<file path="src/rtl/code_loader_if.sv">
// ---------------------------------------------------------------------------
// code_loader_if : byte-stream and code-memory write bus for code_loader.
//   master : stream source / observer (drives start, byte_in, byte_valid)
//   slave  : loader (drives byte_ready, memory write port and status)
//   start        begin a load session
//   byte_in      stream byte, qualified by byte_valid / byte_ready
//   write_select memory write address, mem_data write data, mem_select strobe
//   busy/done/error/words_loaded session status
// ---------------------------------------------------------------------------
interface code_loader_if #(
   parameter int unsigned ADDR_W = 6
);
   logic              start;
   logic [7:0]        byte_in;
   logic              byte_valid;
   logic              byte_ready;
   logic [ADDR_W-1:0] write_select;
   logic [15:0]       mem_data;
   logic              mem_select;
   logic              busy;
   logic              done;
   logic              error;
   logic [ADDR_W:0]   words_loaded;

   modport master (
      output start, byte_in, byte_valid,
      input  byte_ready, write_select, mem_data, mem_select,
             busy, done, error, words_loaded
   );

   modport slave (
      input  start, byte_in, byte_valid,
      output byte_ready, write_select, mem_data, mem_select,
             busy, done, error, words_loaded
   );
endinterface

</file>
<file path="src/rtl/code_loader.sv">
// ---------------------------------------------------------------------------
// code_loader : fills the code memory from a length-prefixed big-endian byte
// stream (N, then N words as hi/lo byte pairs) and drives its write port.
//   clk   : rising-edge clock
//   rst_n : synchronous active-low reset
//   bus   : code_loader_if.slave (stream handshake, memory write, status)
// Optional feature macro: CODE_LOADER_CHECKSUM_EN
//   defined   -> a trailing XOR checksum byte is checked before DONE
//   undefined -> the last write goes straight to DONE
// ---------------------------------------------------------------------------
module code_loader #(
   parameter int unsigned ADDR_W = 6
) (
   input logic          clk,
   input logic          rst_n,
   code_loader_if.slave bus
);

   localparam int unsigned CNT_W = ADDR_W + 1;
   localparam int unsigned DEPTH = 32'd1 << ADDR_W;

   typedef enum logic [2:0] {
      S_IDLE, S_LEN, S_HI, S_LO, S_WR, S_CHK, S_DONE, S_ERR
   } state_t;

   state_t            state_q;
   logic [7:0]        len_q;
   logic [CNT_W-1:0]  cnt_q;
   logic [ADDR_W-1:0] wsel_q;
   logic [15:0]       data_q;
   logic              strobe_q;
   logic              ready_q;
   logic              busy_q;
   logic              done_q;
   logic              error_q;
`ifdef CODE_LOADER_CHECKSUM_EN
   logic [7:0]        csum_q;
`endif

   logic xfer;
   logic len_bad;
   logic last_word;

   // byte handshake; ready_q is only high in LEN/HI/LO/CHK
   assign xfer      = bus.byte_valid & ready_q;
   assign len_bad   = (bus.byte_in == 8'd0) || (32'(bus.byte_in) > DEPTH);
   // cnt_q doubles as the write address k and as words_loaded
   assign last_word = (32'(cnt_q) + 32'd1) == 32'(len_q);

   // Loader FSM; every output is a register updated with the transition.
   always_ff @(posedge clk) begin
      if (!rst_n) begin
         state_q  <= S_IDLE;
         len_q    <= '0;
         cnt_q    <= '0;
         wsel_q   <= '0;
         data_q   <= '0;
         strobe_q <= 1'b0;
         ready_q  <= 1'b0;
         busy_q   <= 1'b0;
         done_q   <= 1'b0;
         error_q  <= 1'b0;
`ifdef CODE_LOADER_CHECKSUM_EN
         csum_q   <= '0;
`endif
      end else begin
         strobe_q <= 1'b0;
         unique case (state_q)
            S_IDLE, S_DONE, S_ERR: begin
               if (bus.start) begin
                  state_q <= S_LEN;
                  len_q   <= '0;
                  cnt_q   <= '0;
                  done_q  <= 1'b0;
                  error_q <= 1'b0;
                  ready_q <= 1'b1;
                  busy_q  <= 1'b1;
`ifdef CODE_LOADER_CHECKSUM_EN
                  csum_q  <= '0;
`endif
               end
            end
            S_LEN: begin
               if (xfer) begin
                  len_q <= bus.byte_in;
`ifdef CODE_LOADER_CHECKSUM_EN
                  csum_q <= bus.byte_in;
`endif
                  if (len_bad) begin
                     state_q <= S_ERR;
                     error_q <= 1'b1;
                     ready_q <= 1'b0;
                     busy_q  <= 1'b0;
                  end else begin
                     state_q <= S_HI;
                  end
               end
            end
            S_HI: begin
               if (xfer) begin
                  data_q[15:8] <= bus.byte_in;
`ifdef CODE_LOADER_CHECKSUM_EN
                  csum_q <= csum_q ^ bus.byte_in;
`endif
                  state_q <= S_LO;
               end
            end
            S_LO: begin
               // strobe and address go out together in the WR cycle
               if (xfer) begin
                  data_q[7:0] <= bus.byte_in;
`ifdef CODE_LOADER_CHECKSUM_EN
                  csum_q <= csum_q ^ bus.byte_in;
`endif
                  state_q  <= S_WR;
                  ready_q  <= 1'b0;
                  strobe_q <= 1'b1;
                  wsel_q   <= cnt_q[ADDR_W-1:0];
               end
            end
            S_WR: begin
               cnt_q <= cnt_q + CNT_W'(1);
               if (last_word) begin
`ifdef CODE_LOADER_CHECKSUM_EN
                  state_q <= S_CHK;
                  ready_q <= 1'b1;
`else
                  state_q <= S_DONE;
                  done_q  <= 1'b1;
                  busy_q  <= 1'b0;
`endif
               end else begin
                  state_q <= S_HI;
                  ready_q <= 1'b1;
               end
            end
`ifdef CODE_LOADER_CHECKSUM_EN
            S_CHK: begin
               if (xfer) begin
                  ready_q <= 1'b0;
                  busy_q  <= 1'b0;
                  if (csum_q == bus.byte_in) begin
                     state_q <= S_DONE;
                     done_q  <= 1'b1;
                  end else begin
                     state_q <= S_ERR;
                     error_q <= 1'b1;
                  end
               end
            end
`endif
            default: begin
               state_q <= S_IDLE;
               ready_q <= 1'b0;
               busy_q  <= 1'b0;
            end
         endcase
      end
   end

   assign bus.byte_ready   = ready_q;
   assign bus.write_select = wsel_q;
   assign bus.mem_data     = data_q;
   assign bus.mem_select   = strobe_q;
   assign bus.busy         = busy_q;
   assign bus.done         = done_q;
   assign bus.error        = error_q;
   assign bus.words_loaded = cnt_q;

endmodule

</file>
<file path="src/flat_wrapper.sv">
// flat-port wrapper written by rule: the top's interface ports become plain ports
module code_loader_flat 
#(
   parameter int unsigned ADDR_W = 6
)
  (clk, rst_n, bus_start, bus_byte_in, bus_byte_valid, bus_byte_ready, bus_write_select, bus_mem_data, bus_mem_select, bus_busy, bus_done, bus_error, bus_words_loaded);
  code_loader_if #(.ADDR_W(ADDR_W)) bus_i ();
  input logic clk;
  input logic rst_n;
  input wire logic [$bits(bus_i.start)-1:0] bus_start;
  input wire logic [$bits(bus_i.byte_in)-1:0] bus_byte_in;
  input wire logic [$bits(bus_i.byte_valid)-1:0] bus_byte_valid;
  output wire logic [$bits(bus_i.byte_ready)-1:0] bus_byte_ready;
  output wire logic [$bits(bus_i.write_select)-1:0] bus_write_select;
  output wire logic [$bits(bus_i.mem_data)-1:0] bus_mem_data;
  output wire logic [$bits(bus_i.mem_select)-1:0] bus_mem_select;
  output wire logic [$bits(bus_i.busy)-1:0] bus_busy;
  output wire logic [$bits(bus_i.done)-1:0] bus_done;
  output wire logic [$bits(bus_i.error)-1:0] bus_error;
  output wire logic [$bits(bus_i.words_loaded)-1:0] bus_words_loaded;
  assign bus_i.start = bus_start;
  assign bus_i.byte_in = bus_byte_in;
  assign bus_i.byte_valid = bus_byte_valid;
  assign bus_byte_ready = bus_i.byte_ready;
  assign bus_write_select = bus_i.write_select;
  assign bus_mem_data = bus_i.mem_data;
  assign bus_mem_select = bus_i.mem_select;
  assign bus_busy = bus_i.busy;
  assign bus_done = bus_i.done;
  assign bus_error = bus_i.error;
  assign bus_words_loaded = bus_i.words_loaded;
  code_loader #(.ADDR_W(ADDR_W)) u_core (.clk(clk), .rst_n(rst_n), .bus(bus_i));
endmodule
</file>
<file path="config.mk">
export PLATFORM = sky130hd
export DESIGN_NAME = code_loader_flat
export DESIGN_NICKNAME = d
export VERILOG_FILES = /design/src/rtl/code_loader_if.sv /design/src/rtl/code_loader.sv /design/src/flat_wrapper.sv
export SDC_FILE = /design/constraint.sdc
export NUM_CORES = 1
export LEC_CHECK = 0
export CAP_MARGIN = 20
export CORE_UTILIZATION = 44
export CTS_CLUSTER_SIZE = 10
export DETAILED_ROUTE_END_ITERATION = 10
export GPL_ROUTABILITY_DRIVEN = 0
export GPL_TIMING_DRIVEN = 0
export HOLD_SLACK_MARGIN = 0.08
export MAX_ROUTING_LAYER = met4
export PLACE_DENSITY_LB_ADDON = 0.2
export SLEW_MARGIN = 5
export SYNTH_ARGS = -nofsm -noshare
export SYNTH_HDL_FRONTEND = slang
export SYNTH_SLANG_ARGS = --single-unit
</file>
<file path="constraint.sdc">
create_clock -name clk -period 6 [get_ports clk]
set_input_delay 1.2 -clock clk [delete_from_list [all_inputs] [get_ports clk]]
set_output_delay 1.2 -clock clk [all_outputs]
set_load 0.005 [all_outputs]
</file>
==> flow_summary.json, run 1 <==
{
  "grt_pass1_vias": 1861,
  "drv_slew": 0,
  "floorplan.rows": 25,
  "die_width_um": 72.9,
  "max_freq_mhz": 307,
  "first_pass_iters": 4,
  "core_region_area_um2": 4790,
  "synth-edff-count": 0,
  "synthArstFlopShare": 0,
  "hpwl_mm": 3.83,
  "syn_inst": 265,
  "min_period_ns": 3.25,
  "grt_pass1_wl_mm": 8.73,
  "cts_resized": 0,
  "overflow": 0,
  "io_pins": 46,
  "mostFrequentLayoutCells": "nand2_1, dfxtp_1, clkdlybuf4s50_1",
  "tightest_slew_ns": 0.871,
  "worstSetupPathType": "in2reg",
  "yosys_most_used_dff": "dfxtp_1",
  "antenna_found_initial": 0,
  "p_per_area_nw_per_um2": 242,
  "cts_setup_buffers": 0,
  "start_kind": "input port",
  "swShare": 0.281,
  "grt_util_met3": 0.0414,
  "combPwrFrac": 0.201,
  "drc": 0,
  "syn_area_um2": 2210,
  "arrival_ns": 3.50,
  "grt.busiest_layer": "met2",
  "synth.net_count": 278,
  "avgSynthCellArea_um2": 8.35,
  "design.die.area_um2": 5320,
  "hold_path_class": "reg2reg",
  "cp_max_fo": 4,
  "ir_drop_uv": 176,
  "cts.htree.levels": 2,
  "power_mw": 0.689,
  "tns_ns": 0,
  "use_met2": 0.360,
  "synth_top_area_share": 0.407,
  "dp.cells": 376,
  "initialDrtViolationCount": 63,
  "die_h_um": 72.9,
  "cts_buffers": 5,
  "clock_power_share": 0.333,
  "min_period_over_period": 0.542,
  "leakage_nw": 0.949,
  "port_buffers": 44,
  "grt_max_degree": 15,
  "ys_seq_elements": 45,
  "rsz0062_at_grt": "false",
  "start_util": 0.462,
  "layout_commonest_cell": "nand2_1",
  "route.detailed.wl_per_inst_um": 13.8,
  "cell_internal_pwr_mw": 0.496,
  "syn_to_final_growth_pct": 28.7,
  "skew_ns": 0.00882,
  "clkLatencyLatePin_ns": 0.30,
  "ys_top_cells_by_area": "dfxtp_1, nand2_1, a21boi_0, mux2i_1, nor2b_1",
  "critPathCaptureType": "flip-flop",
  "seqPwrFrac": 0.465,
  "grt_usage": 0.222,
  "cts_tree": "done",
  "drive_above_1_share": 0.0694,
  "yosys.area.top_type": "dfxtp_1",
  "clk_pin_slew_ns": 0.09,
  "switchingPower_mw": 0.194,
  "ys_types": 48,
  "cp.required_ns": 6.25,
  "status": "complete, no violations",
  "ys_seq_area_frac": 0.407,
  "hold_viol": 0,
  "layout.nets": 329,
  "nFillCells": 441,
  "reg2regPathDepth": 7,
  "setup_violations": 0,
  "grt_use_met1": 0.282,
  "clockBufferDepth": 2,
  "relSlewSlack": 0.415,
  "via_count": 2012,
  "viasPerCell": 5.24,
  "detail-route-antenna-nets": 0,
  "routed_wl_mm": 5.31,
  "instances_no_fill": 384,
  "maxCapViolCount": 0,
  "ctsHoldBuffers": 0,
  "synth-warning-count": 0,
  "hold_depth": 2,
  "diodes": 0,
  "cts-root-buf": "clkbuf_8",
  "cts.sinks": 45
}
[cells by family after synthesis]
kind of cell               Yosys count  synth area share
AOI/OAI and AO/OA                   65             0.209
buffers and inverters               18            0.0402
and+or+nand+nor                    119             0.265
DFF                                 45             0.407
xor gates and xnor gates             8            0.0317
muxes                                9            0.0407
adders and majority gates            1           0.00566
[critical path: stages]
cell and delay [ns]:
clkdlybuf4s50_1 0.48, or4_4 0.57, or4_4 0.44, a31oi_1 0.24, mux2i_1 0.14, a221oi_2 0.23, o221a_2 0.21
[stage by stage]
step	hold WS, ns	utilization	setup WS [ns]	area [um2]
floorplan	0.438	-	3.09	2210
global placement	0.433	0.572	2.44	2740
detailed placement	0.436	0.572	2.46	2740
CTS	0.449	0.595	2.78	2850
global route	0.487	0.595	2.69	2850
finish	0.445	0.595	2.75	2850
[final cells by class]
cell class | count | area, um2 | area share
clock inverters | 2 | 38.8 | 0.0136
flip-flops and latches | 45 | 901 | 0.316
well taps | 67 | 83.8 | 0.0294
plain buffers | 14 | 73.8 | 0.0259
clock buffers | 6 | 72.6 | 0.0255
multi-input cells | 202 | 1220 | 0.429
inverters | 4 | 15.0 | 0.00527
repair buffers | 44 | 440 | 0.155
[flip-flops by register name (all words and copies together) (netlist names)]
name	count
u_core.bus.busy	1
u_core.bus.byte_ready	1
u_core.bus.done	1
u_core.bus.error	1
u_core.bus.mem_data	16
u_core.bus.mem_select	1
u_core.bus.words_loaded	7
u_core.bus.write_select	6
u_core.len_q	8
u_core.state_q	3
[synth_stat cells (2+ instances only)]
cell type and n:
nor3_1 4, mux2i_1 9, nor2_1 14, nor2b_1 12, and2_1 7, nand3_1 10, o21ai_0 14, o31ai_1 2
nand3b_1 2, nand2b_1 2, a21boi_0 26, a31oi_1 3, buf_4 3, dfxtp_1 45, xor2_1 3, nand2_1 54
clkbuf_1 8, inv_1 4, a21oi_1 7, and4_1 2, xnor2_1 5, and3_1 2, or4_4 2
[layer usage]
metal	routed length, um	part of all wire	vias up
met5	0	0	-
met4	53	0.010	0
met3	228	0.043	5
met2	2490	0.47	55
met1	2540	0.48	931
li1	-	-	1021
[power by group through the flow]
stage	clock network [mW]	logic (mW)	registers (mW)
global route	0.250	0.152	0.323
global placement	0	0.135	0.327
finish	0.230	0.139	0.321
CTS	0.235	0.138	0.321
detailed placement	0	0.137	0.328
floorplan	0	0.0933	0.326
[final timing paths]
path / slack (ns) / from / to
hold reg to reg: 0.44 / u_core.bus.done$_SDFFE_PN0P_ / u_core.bus.done$_SDFFE_PN0P_
setup reg to reg: 3.72 / u_core.bus.words_loaded[0]$_SDFFE_PN0P_ / u_core.bus.byte_ready$_SDFFE_PN0P_
hold / removal: 0.44 / u_core.bus.done$_SDFFE_PN0P_ / u_core.bus.done$_SDFFE_PN0P_
setup / recovery: 2.75 / bus_byte_in[0] / u_core.bus.busy$_SDFFE_PN0P_
Power figures use the tool's default switching activity.
==> run 2: changes to the inputs <==
Clock period 6 ns to 3.2 ns, I/O delays scaled along.
==> results of run 2 <==
The final DEF is identical to that of run 1. Status: complete, no violations.
Main changes from that run: setup slack after placement 2.46 ns -> 0.220 ns; setup slack after layout 2.75 ns -> 0.506 ns; register-to-register setup slack 3.72 ns -> 0.92 ns; total power 0.689 mW -> 1.29 mW; worst IR drop on VDD 176 uV -> 330 uV
==> run 3: changes to the inputs <==
Clock period 3.2 ns to 2.5 ns, I/O delays scaled along.
==> run 3 against run 2 <==
  * Final cell count did not move
  * Clock skew barely moved
  * Sequential power rose by 28%
==> flow_summary.json, run 3 (synthesis gave the netlist of run 1 again) <==
{
  "status": "complete, no violations",
  "maxCapViolCount": 0,
  "skew_ns": 0.00924,
  "route.detailed.wl_per_inst_um": 13.9,
  "grt_pass1_wl_mm": 8.73,
  "die_width_um": 72.9,
  "design_area_um2": 2860,
  "relSlewSlack": 0.419,
  "floorplan.rows": 25,
  "drv_slew": 0,
  "diodes": 0,
  "start_util": 0.462,
  "holdWs_ns": 0.445,
  "drive_above_1_share": 0.0726,
  "cts_tree": "done",
  "utilization": 0.598,
  "register_area_um2": 901,
  "arrival_ns": 2.62,
  "hold_path_class": "reg2reg",
  "drc": 0,
  "routed_wl_mm": 5.33,
  "clockBufferDepth": 2,
  "mostFrequentLayoutCells": "nand2_1, dfxtp_1, clkdlybuf4s50_1",
  "layout_commonest_cell": "nand2_1",
  "tightest_slew_ns": 0.864,
  "die_h_um": 72.9,
  "place_area_um2": 2740,
  "core_region_area_um2": 4790,
  "min_period_ns": 2.37,
  "cts_buffers": 5,
  "p_per_area_nw_per_um2": 579,
  "via_count": 2030,
  "cts.sinks": 45,
  "viasPerCell": 5.29,
  "clkLatencyLatePin_ns": 0.30,
  "cp.required_ns": 2.75,
  "setup_violations": 0,
  "antenna_found_initial": 0,
  "grt_max_degree": 15,
  "first_pass_iters": 4,
  "critPathCaptureType": "flip-flop",
  "multi_input_area_um2": 1230,
  "hold_viol": 0,
  "grt_usage": 0.222,
  "hpwl_mm": 3.83,
  "grt_pass1_vias": 1860,
  "initialDrtViolationCount": 70,
  "design.die.area_um2": 5320,
  "cts-root-buf": "clkbuf_8",
  "start_kind": "input port",
  "layout.nets": 329,
  "nFillCells": 441,
  "largest_reg_flops": 16,
  "power_mw": 1.66,
  "io_pins": 46,
  "cp_max_fo": 4,
  "ir_drop_uv": 422,
  "overflow": 0,
  "ctsHoldBuffers": 0,
  "rsz0062_at_grt": "false",
  "max_freq_mhz": 422,
  "syn_to_final_growth_pct": 29.4,
  "port_buffers": 44,
  "detail-route-antenna-nets": 0,
  "leakage_nw": 0.977,
  "clk_pin_slew_ns": 0.09,
  "worstSetupPathType": "in2reg",
  "min_period_over_period": 0.949,
  "cts.htree.levels": 2
}
run 3: cell types whose count changed in the layout (fill, tap and decap cells not counted), sizes merged:
cell and delta:
dlymetal6s2s +3, clkdlybuf4s50 -3
run 3: power breakdown:
part	leakage [nW]	switching [mW]	internal, mW
Sequential	0.364	0.0236	0.746
Clock	0.0554	0.253	0.300
Combinational	0.558	0.190	0.143
run 3: layout make-up:
type	count	share of cell area
repair buffers	44	0.157
plain buffers	14	0.0258
multi-input cells	202	0.429
well taps	67	0.0293
clock buffers	6	0.0254
flip-flops and latches	45	0.315
inverters	4	0.00525
clock inverters	2	0.0136
run 3: timing repair:
action,4_1_cts,5_1_grt
gates resized for setup,1,3
setup buffers,0,0
endpoints found under the setup margin,1,1
run 3: critical path, stage by stage:
cell	delay, ns
clkdlybuf4s50_1	0.46
or4_4	0.45
or4_4	0.44
a31oi_2	0.20
mux2i_1	0.13
a221oi_2	0.23
o221a_2	0.21
run 3: stage by stage:
| stage | instances | setup WS, ns | setup TNS [ns] |
|---|---|---|---|
| floorplan | 265 | 0.289 | 0 |
| global placement | 376 | -0.359 | -0.631 |
| detailed placement | 376 | -0.340 | -0.648 |
| CTS | 384 | 0.0130 | 0 |
| global route | 384 | 0.0802 | 0 |
| finish | 384 | 0.128 | 0 |
run 3: per-layer routing:
metal  up-vias  part of all wire  routed length, um  track usage
met1       957              0.48               2550        0.281
met3         5             0.042                221       0.0414
li1       1019                 -                  -            -
met2        49              0.47               2500        0.361
met5         -                 0                  0            -
met4         0             0.010                 53       0.0632
run 3: path summary, 6_finish.rpt:
kind / end / startpoint / slack, ns / cells after the start
min: u_core.bus.done$_SDFFE_PN0P_ / u_core.bus.done$_SDFFE_PN0P_ / 0.44 / 2
max reg2reg: u_core.bus.byte_ready$_SDFFE_PN0P_ / u_core.bus.words_loaded[0]$_SDFFE_PN0P_ / 0.23 / 7
max: u_core.bus.busy$_SDFFE_PN0P_ / bus_byte_in[3] / 0.13 / 7
min reg2reg: u_core.bus.done$_SDFFE_PN0P_ / u_core.bus.done$_SDFFE_PN0P_ / 0.44 / 2
